`config.mk`:
```
export PLATFORM = sky130hd
export DESIGN_NAME = spi_slave_sync
export DESIGN_NICKNAME = d
export VERILOG_FILES = /design/src/rtl/spi_slave_sync.sv
export SDC_FILE = /design/constraint.sdc
export NUM_CORES = 1
export LEC_CHECK = 0
export CELL_PAD_IN_SITES_DETAIL_PLACEMENT = 0
export CELL_PAD_IN_SITES_GLOBAL_PLACEMENT = 1
export CORE_MARGIN = 1
export CORE_UTILIZATION = 52
export CTS_CLUSTER_DIAMETER = 100
export DETAILED_ROUTE_END_ITERATION = 7
export DONT_BUFFER_PORTS = 1
export HOLD_SLACK_MARGIN = 0.03
export PLACE_DENSITY_LB_ADDON = 0.1
export REMOVE_ABC_BUFFERS = 1
export SYNTH_ARGS = -nofsm -noshare
export SYNTH_HDL_FRONTEND = slang
export SYNTH_SLANG_ARGS = --single-unit
export TNS_END_PERCENT = 5
```
`constraint.sdc`:
```
create_clock -name sys_clk -period 2.3 [get_ports sys_clk]
set_clock_uncertainty 0.1 [all_clocks]
set_input_delay 0.46 -clock sys_clk [delete_from_list [all_inputs] [get_ports sys_clk]]
set_output_delay 0.46 -clock sys_clk [all_outputs]
set_load 0.02 [all_outputs]
```
`src/rtl/spi_slave_sync.sv`:
```
// ============================================================================
//  Module      : spi_slave_sync
//  Description : SPI slave with all pins oversampled in the sys_clk domain.
//                Supports CPOL/CPHA modes 0-3, one DATA_WIDTH-bit word per
//                frame (back-to-back words while cs stays low), a single-entry
//                TX holding register with load handshake, an RX valid pulse
//                and a frame-error pulse on mid-word deselect.
//                Optional build macro SPI_SLAVE_ECHO_EN: on TX underrun the
//                last received word is shifted out instead of zero.
//  Revision    : 1.0 - initial release
// ============================================================================
`timescale 1ns/1ps
`default_nettype none

module spi_slave_sync #(
    parameter int DATA_WIDTH = 32
) (
    input  logic                  sys_clk,
    input  logic                  rstn,
    input  logic                  cpol,
    input  logic                  cpha,
    input  logic                  cs,
    input  logic                  sclk,
    input  logic                  mosi,
    output logic                  miso,
    input  logic [DATA_WIDTH-1:0] tx_data,
    input  logic                  tx_load,
    output logic                  tx_ready,
    output logic [DATA_WIDTH-1:0] rx_data,
    output logic                  rx_valid,
    output logic                  frame_err,
    output logic                  busy
);

    localparam int              CNT_W      = $clog2(DATA_WIDTH) + 1;
    localparam logic [CNT_W-1:0] c_LAST_BIT = CNT_W'(DATA_WIDTH - 1);

    localparam logic [0:0] c_IDLE   = 1'b0;
    localparam logic [0:0] c_ACTIVE = 1'b1;

    // Synchronizer chains: [0],[1] are the 2-flop synchronizer, [2] is the
    // previous synchronized value used for edge detection.
    logic [2:0]            r_cs_sync;
    logic [2:0]            r_sclk_sync;
    logic [1:0]            r_mosi_sync;

    logic [0:0]            r_state;
    logic [CNT_W-1:0]      r_bit_cnt;
    logic [DATA_WIDTH-2:0] r_rx_shift;
    logic [DATA_WIDTH-1:0] r_tx_shift;
    logic [DATA_WIDTH-1:0] r_tx_hold;
    logic                  r_tx_ready;
    logic [DATA_WIDTH-1:0] r_rx_data;
    logic                  r_rx_valid;
    logic                  r_frame_err;

    logic                  w_cs_fall;
    logic                  w_cs_rise;
    logic                  w_sclk_rise;
    logic                  w_sclk_fall;
    logic                  w_lead;
    logic                  w_trail;
    logic                  w_sample;
    logic                  w_drive;
    logic                  w_word_done;
    logic                  w_word_start;
    logic [DATA_WIDTH-1:0] w_rx_next;
    logic [DATA_WIDTH-1:0] w_underrun_word;
    logic [DATA_WIDTH-1:0] w_next_tx;

    assign w_cs_fall   = ~r_cs_sync[1] &  r_cs_sync[2];
    assign w_cs_rise   =  r_cs_sync[1] & ~r_cs_sync[2];
    assign w_sclk_rise =  r_sclk_sync[1] & ~r_sclk_sync[2];
    assign w_sclk_fall = ~r_sclk_sync[1] &  r_sclk_sync[2];

    // Leading edge leaves the idle (cpol) level, trailing edge returns to it.
    assign w_lead   = cpol ? w_sclk_fall : w_sclk_rise;
    assign w_trail  = cpol ? w_sclk_rise : w_sclk_fall;
    assign w_sample = cpha ? w_trail : w_lead;
    assign w_drive  = cpha ? w_lead  : w_trail;

    assign w_rx_next = {r_rx_shift, r_mosi_sync[1]};

    // A deselect takes priority over a coincident final sample edge.
    assign w_word_done  = (r_state == c_ACTIVE) && !w_cs_rise && w_sample
                          && (r_bit_cnt == c_LAST_BIT);
    assign w_word_start = ((r_state == c_IDLE) && w_cs_fall) || w_word_done;

`ifdef SPI_SLAVE_ECHO_EN
    assign w_underrun_word = r_rx_data;
`else
    assign w_underrun_word = '0;
`endif

    // An empty holding register (tx_ready high) means underrun.
    assign w_next_tx = r_tx_ready ? w_underrun_word : r_tx_hold;

    assign miso      = (r_state == c_ACTIVE) & r_tx_shift[DATA_WIDTH-1];
    assign busy      = (r_state == c_ACTIVE);
    assign tx_ready  = r_tx_ready;
    assign rx_data   = r_rx_data;
    assign rx_valid  = r_rx_valid;
    assign frame_err = r_frame_err;

    // Bring the asynchronous SPI pins into the sys_clk domain.
    always_ff @(posedge sys_clk or negedge rstn) begin
        if (!rstn) begin
            r_cs_sync   <= '0;
            r_sclk_sync <= '0;
            r_mosi_sync <= '0;
        end else begin
            r_cs_sync   <= {r_cs_sync[1:0], cs};
            r_sclk_sync <= {r_sclk_sync[1:0], sclk};
            r_mosi_sync <= {r_mosi_sync[0], mosi};
        end
    end

    // Frame state machine with bit counter and RX/TX shift registers.
    always_ff @(posedge sys_clk or negedge rstn) begin
        if (!rstn) begin
            r_state     <= c_IDLE;
            r_bit_cnt   <= '0;
            r_rx_shift  <= '0;
            r_tx_shift  <= '0;
            r_rx_data   <= '0;
            r_rx_valid  <= 1'b0;
            r_frame_err <= 1'b0;
        end else begin
            r_rx_valid  <= 1'b0;
            r_frame_err <= 1'b0;
            case (r_state)
                c_IDLE: begin
                    if (w_cs_fall) begin
                        r_state    <= c_ACTIVE;
                        r_bit_cnt  <= '0;
                        r_tx_shift <= w_next_tx;
                    end
                end
                c_ACTIVE: begin
                    if (w_cs_rise) begin
                        r_state   <= c_IDLE;
                        r_bit_cnt <= '0;
                        if (r_bit_cnt != '0) begin
                            r_frame_err <= 1'b1;
                        end
                    end else if (w_sample) begin
                        r_rx_shift <= w_rx_next[DATA_WIDTH-2:0];
                        if (r_bit_cnt == c_LAST_BIT) begin
                            r_rx_data  <= w_rx_next;
                            r_rx_valid <= 1'b1;
                            r_bit_cnt  <= '0;
                            r_tx_shift <= w_next_tx;
                        end else begin
                            r_bit_cnt <= r_bit_cnt + 1'b1;
                        end
                    end else if (w_drive && (r_bit_cnt != '0)) begin
                        // No shift at word start keeps the MSB on miso for
                        // the first CPHA=1 leading edge.
                        r_tx_shift <= {r_tx_shift[DATA_WIDTH-2:0], 1'b0};
                    end
                end
                default: r_state <= c_IDLE;
            endcase
        end
    end

    // TX holding register: word start drains it, a load is refused that cycle.
    always_ff @(posedge sys_clk or negedge rstn) begin
        if (!rstn) begin
            r_tx_hold  <= '0;
            r_tx_ready <= 1'b1;
        end else if (w_word_start) begin
            r_tx_ready <= 1'b1;
        end else if (tx_load && r_tx_ready) begin
            r_tx_hold  <= tx_data;
            r_tx_ready <= 1'b0;
        end
    end

endmodule

`default_nettype wire

```
==> results of run 1 <==
## path summary, 6_finish.rpt
path                                                from                   endpoint  slack, ps
max in group asynchronous                           rstn       tx_ready$_DFFE_PN1P_       2160
worst min register to register  r_mosi_sync[0]$_DFF_PN0_   r_mosi_sync[1]$_DFF_PN0_        250
worst max-delay path            r_bit_cnt[1]$_DFFE_PN0P_  r_tx_shift[2]$_DFFE_PN0P_        200
worst min-delay path                                rstn   r_bit_cnt[0]$_DFFE_PN0P_       -360
min in group sys_clk                          tx_data[6]   r_tx_hold[6]$_DFFE_PN0P_         70
worst max register to register  r_bit_cnt[1]$_DFFE_PN0P_  r_tx_shift[2]$_DFFE_PN0P_        200
## stage by stage
stage	worst slack (ps)	setup TNS [ps]
after floorplan	-794	-52060
after global placement	72.3	0
after detailed placement	52.3	0
after CTS	113	0
after global routing	48.1	0
final	199	0
## power groups by stage
stage | Combinational, uW | Sequential [uW] | Clock [uW]
after detailed placement | 1170 | 3400 | 0
after global routing | 1300 | 3430 | 2840
after CTS | 1190 | 3360 | 2730
after floorplan | 925 | 3310 | 0
after global placement | 1130 | 3380 | 0
final | 1160 | 3350 | 2650
## cells by family after synthesis
logic type,count (synthesis),synth area share [%]
AO/OA/AOI/OAI,17,2.27
XOR/XNOR,1,0.143
adder cells (fa/ha/maj),2,0.409
buffers and inverters,41,3.52
flip-flops,145,59.3
multiplexers,161,28.9
AND/OR/NAND/NOR,61,5.46
## synth_stat cells, drive strengths merged (2+ instances only)
cell type,count
nand2,23
buf,14
ha,2
dfrtp,144
o21ai,3
nor2b,20
mux2,117
o211ai,2
nand3,2
mux2i,44
clkbuf,7
nand4,3
and3,2
nand2b,2
nor2,3
a21oi,4
inv,20
## critical path: stages (launching register included)
cell and delay, ps:
dfrtp_1 390, ha_1 190, nand4_1 140, nor2_2 190
nand2_1 110, a32oi_4 280, buf_12 220, mux2_2 350
## what timing repair did
action,in CTS,in global routing
endpoints found under the hold margin,149,145
setup endpoints to repair,0,16
gates resized for setup,0,1
## flip-flops by register name, indices dropped and copies added, names as in the netlist
register / cells
rx_valid: 1
r_cs_sync: 3
r_mosi_sync: 2
tx_ready: 1
r_sclk_sync: 3
r_bit_cnt: 6
rx_data: 32
r_rx_shift: 31
busy: 1
r_tx_shift: 32
frame_err: 1
r_tx_hold: 32
## layout make-up
| cell class | instances | area share [%] |
|---|---|---|
| Sequential cell | 145 | 52.0 |
| Clock inverter | 8 | 1.51 |
| Multi-Input combinational cell | 242 | 32.8 |
| Clock buffer | 23 | 6.71 |
| Inverter | 20 | 1.08 |
| Antenna cell | 2 | 0.0717 |
| Tap cell | 143 | 2.56 |
| Timing Repair Buffer | 19 | 3.26 |
## layer usage
layer / GRT usage (%) / vias to the layer above
li1: - / 1518
met1: 23.6 / 1646
met2: 27.7 / 63
met3: 7.96 / 14
met4: 8.80 / 2
met5: 0 / -
## layout by cell type, fill, tap and decap left out, types with 3 or more instances in the layout
master | netlist | routed
buf_12 | 0 | 6
a21oi_1 | 4 | 4
nand2_1 | 22 | 22
dlygate4sd3_1 | 0 | 4
buf_4 | 3 | 9
clkinvlp_4 | 0 | 3
clkbuf_1 | 5 | 4
mux2_1 | 21 | 21
clkbuf_16 | 0 | 17
mux2_2 | 95 | 95
inv_1 | 20 | 20
o21ai_0 | 3 | 3
nor2b_1 | 20 | 20
mux2i_1 | 43 | 43
dfrtp_1 | 144 | 144
==> key figures, run 1 <==
Outcome
  • Status: finished with violations
  • Failing checks: hold timing

Logic synthesis
  • Synth Flop Type: dfrtp_1
  • Synth async-reset ratio: 100%
  • Post-synthesis sequential area ratio: 59.3%
  • Syn Area/Cell: 14.3 um^2
  • Cells after Synth: 428
  • Area leader, netlist: dfrtp_1
  • Yosys top cell area share: 58.9%
  • Post-synth EDFFs: 0
  • Synth area leaders: dfrtp_1 59%, mux2_2 17%, mux2i_1 7.0%, mux2_1 3.9%, nor2b_1 2.0%
  • Ys Warns: 0
  • Unique cell type count in the Yosys netlist: 42
  • Yosys reg bits: 145
  • Synthesized cell area: 0.00612 mm^2

Timing
  • Actual slew at the worst max-slew pin: 590 ps
  • Pins Over Slew Limit: 0
  • Tmin final: 2100 ps
  • Final period util: 91.4%
  • Worst relative slew slack: 60.6%
  • Hold_ws: -358 ps
  • Final setup violation count: 0
  • Highest Clock Rate: 476 MHz
  • RSZ-0062 raised after global routing: false
  • Final Hold Viols: 145

Clock network
  • CTS Hold Bufs: 4
  • CTS Buffer Depth: 2
  • Number of buffers added for setup after CTS: 0
  • Clk_lat worst skew: 410 ps
  • CTS Buf Count: 17
  • CTS sink count: 145
  • H-Tree Level Count: 4
  • Clock-pin slew on the worst setup and hold paths: 60 ps
  • CTS tree: yes
  • Clock root buffer: clkbuf_16

Cells and area
  • Multi-input logic area: 0.00229 mm^2
  • Non-Filler Instances: 602
  • Area grow syn2layout: 14.1%
  • Share of layout cells above drive strength 1: 31.9%
  • Register area: 0.00363 mm^2
  • Fin nets: 487
  • Fillers: 898
  • Final Cell Area: 0.00698 mm^2
  • Core Util, Final: 61.1%

GRT
  • Total grt overflow: 0
  • Initial antenna violation count: 3
  • First-pass GRT wire length: 17600 um
  • Largest net degree at the start of global routing: 146
  • GRT Util Overall: 18.7%
  • Vias in the first global route: 3525

Power
  • Switch Pwr: 1770 uW
  • Leakage: 0.00339 uW
  • Comb power frac: 16.2%
  • Clk pwr share: 37.0%
  • Switching share of power: 24.7%
  • PD cells: 1030 mW/mm^2
  • Internal: 5400 uW
  • Power, Total: 7160 uW
  • Worst VDD drop: 0.696 mV
  • Sequential fraction of design power: 46.8%

Drt
  • DR vias: 3243
  • Metal2 WL: 4820 um
  • WL met3: 615 um
  • DRT iter0 DRCs: 116
  • Post-route DRC: 0
  • DR WL/cell: 16.8 um
  • Post-route met1 wirelength: 4540 um
  • Number of routed nets with antenna violations: 0
  • First-pass iteration count of the detailed router: 5
  • DR top layer: met5
  • DR vias/cell: 5.39
  • Total Wirelength: 10100 um

Worst setup path
  • Crit path DAT: 2290 ps
  • Critical path launch point type: flop
  • WS Path Type: reg2reg
  • Crit path capture type: flop
  • Worst reg2reg path depth: 7
  • WP data required: 2490 ps
  • Critical path fanouts, max: 21

Die
  • DIE AREA: 0.0122 mm^2
  • IO Count: 77
  • Chip width: 110 um
  • Initial Utilization: 53.6%
  • Core Area: 0.0114 mm^2
  • Row Count: 39
  • DIE HEIGHT: 110 um

Placed design
  • Gp weighted congestion: 0.748
  • Placed inst area: 0.00636 mm^2
  • IO buf count: 0
  • Placed Cells: 565
  • DP HPWL: 6320 um

Min path
  • Worst hold path type: in2async

Job
  • Maximum capacitance violations: 0
(Power assumes the default switching activity.)
==> run 2, diff against run 1 <==
--- a/config.mk
+++ b/config.mk
@@ -9,3 +9,2 @@
 export CELL_PAD_IN_SITES_GLOBAL_PLACEMENT = 1
-export CORE_MARGIN = 1
 export CORE_UTILIZATION = 52
--- a/constraint.sdc
+++ b/constraint.sdc
@@ -4,2 +4,2 @@
 set_output_delay 0.46 -clock sys_clk [all_outputs]
-set_load 0.02 [all_outputs]
+set_load 0.1 [all_outputs]
==> key figures, run 2 (same netlist as run 1, synthesis figures left out) <==
Clock network
  • Clk_lat worst skew: 420 ps
  • H-Tree Level Count: 4
  • CTS Buf Count: 17
  • Clock root buffer: clkbuf_16
  • CTS tree: yes
  • CTS Buffer Depth: 2
  • Clock-pin slew on the worst setup and hold paths: 60 ps
  • CTS Hold Bufs: 4
  • Number of buffers added for setup after CTS: 0
  • CTS sink count: 145

GRT
  • Vias in the first global route: 3417
  • GRT Util Overall: 18.5%
  • Largest net degree at the start of global routing: 146
  • First-pass GRT wire length: 17400 um
  • Total grt overflow: 0
  • Initial antenna violation count: 2

Cells and area
  • Leading cell type in the layout, fill and taps excluded: dfrtp_1
  • Diode count: 0
  • Most frequent cells in the layout: 144 x dfrtp_1, 95 x mux2_2, 43 x mux2i_1, 22 x nand2_1, 21 x mux2_1
  • Area grow syn2layout: 14.6%
  • Share of layout cells above drive strength 1: 33.3%
  • Non-Filler Instances: 603
  • Fin nets: 491

Placed design
  • IO buf count: 0
  • Placed Cells: 569
  • Gp weighted congestion: 0.749
  • Worst slack, placed: 32.6 ps
  • DP HPWL: 6370 um

Drt
  • DR WL/cell: 16.8 um
  • Post-route DRC: 0
  • First-pass iteration count of the detailed router: 4
  • DR vias/cell: 5.40
  • Total Wirelength: 10100 um
  • Number of routed nets with antenna violations: 0
  • DR vias: 3255
  • DRT iter0 DRCs: 99

Worst setup path
  • Crit path capture type: flop
  • Critical path launch point type: flop
  • WP data required: 2510 ps
  • Crit path DAT: 2350 ps
  • WS Path Type: reg2reg
  • Worst reg2reg path depth: 8
  • Critical path fanouts, max: 16

Power
  • Worst VDD drop: 1.05 mV
  • Leakage: 0.00342 uW
  • Power, Total: 7240 uW
  • PD cells: 1030 mW/mm^2

Outcome
  • Status: finished with violations
  • Failing checks: hold timing

Timing
  • Actual slew at the worst max-slew pin: 914 ps
  • Hold_ws: -361 ps
  • Pins Over Slew Limit: 0
  • Setup WS post-layout: 155 ps
  • Final Hold Viols: 145
  • Final setup violation count: 0
  • Highest Clock Rate: 466 MHz
  • Final period util: 93.3%
  • Tmin final: 2150 ps
  • Worst relative slew slack: 39.1%
  • RSZ-0062 raised after global routing: false

Die
  • DIE AREA: 0.0122 mm^2
  • IO Count: 77
  • Chip width: 110 um
  • Row Count: 39
  • DIE HEIGHT: 110 um
  • Core Area: 0.0114 mm^2
  • Initial Utilization: 53.6%

Job
  • Maximum capacitance violations: 0

Min path
  • Worst hold path type: in2async
## run 2: path summary, 6_finish.rpt
check,startpoint,slack [ps],to
worst min register to register,r_sclk_sync[0]$_DFF_PN0_,250,r_sclk_sync[1]$_DFF_PN0_
worst max-delay path,r_bit_cnt[1]$_DFFE_PN0P_,150,r_tx_hold[0]$_DFFE_PN0P_
worst min-delay path,rstn,-360,r_bit_cnt[1]$_DFFE_PN0P_
max in group asynchronous,rstn,2180,tx_ready$_DFFE_PN1P_
worst max register to register,r_bit_cnt[1]$_DFFE_PN0P_,150,r_tx_hold[0]$_DFFE_PN0P_
min in group sys_clk,tx_data[6],80,r_tx_hold[6]$_DFFE_PN0P_
## run 2: what timing repair did
action / in CTS / in global routing
endpoints found under the hold margin: 149 / 145
endpoints found under the setup margin: 0 / 46
resized for setup: 0 / 2
## run 2: critical path, cell delays in order (launching register included)
cell and delay, ps:
dfrtp_1 420, ha_2 250, nand4_1 140, nor2_2 130
buf_4 130, nand4_4 130, o2111ai_4 180, buf_12 190
mux2_2 350
## run 2: layout make-up
cell class / instances / area, um^2
clock inverter: 12 / 136
clock buffer: 18 / 429
timing repair buffer: 23 / 270
fill: 873 / 4410
sequential: 145 / 3630
multi-input combinational: 242 / 2290
inverter: 20 / 75.1
tap: 143 / 179
## run 2: power by group
group / internal, uW / switching [uW] / total [uW]
Combinational: 684 / 582 / 1270
Sequential: 3080 / 259 / 3340
Clock: 1590 / 1040 / 2630
Total: 5360 / 1880 / 7240
## run 2: metal layers
metal	vias to the layer above	GRT usage, %	part of all wire [%]
met5	-	0	0.16
met4	2	6.93	1.3
met3	13	8.56	6.3
met2	66	27.7	48
met1	1645	23.6	45
li1	1529	-	-
## run 2: per-stage QoR
stage | cell area (um^2) | hold slack, ps | util, % | setup TNS (ps)
2_1_floorplan | 5980 | 64.4 | - | -106960
3_3_place_gp | 6400 | 69.5 | 56.0 | 0
3_5_place_dp | 6400 | 69.5 | 56.0 | 0
4_1_cts | 7010 | -383 | 61.4 | 0
5_1_grt | 7010 | -394 | 61.4 | 0
6_report | 7010 | -361 | 61.4 | 0
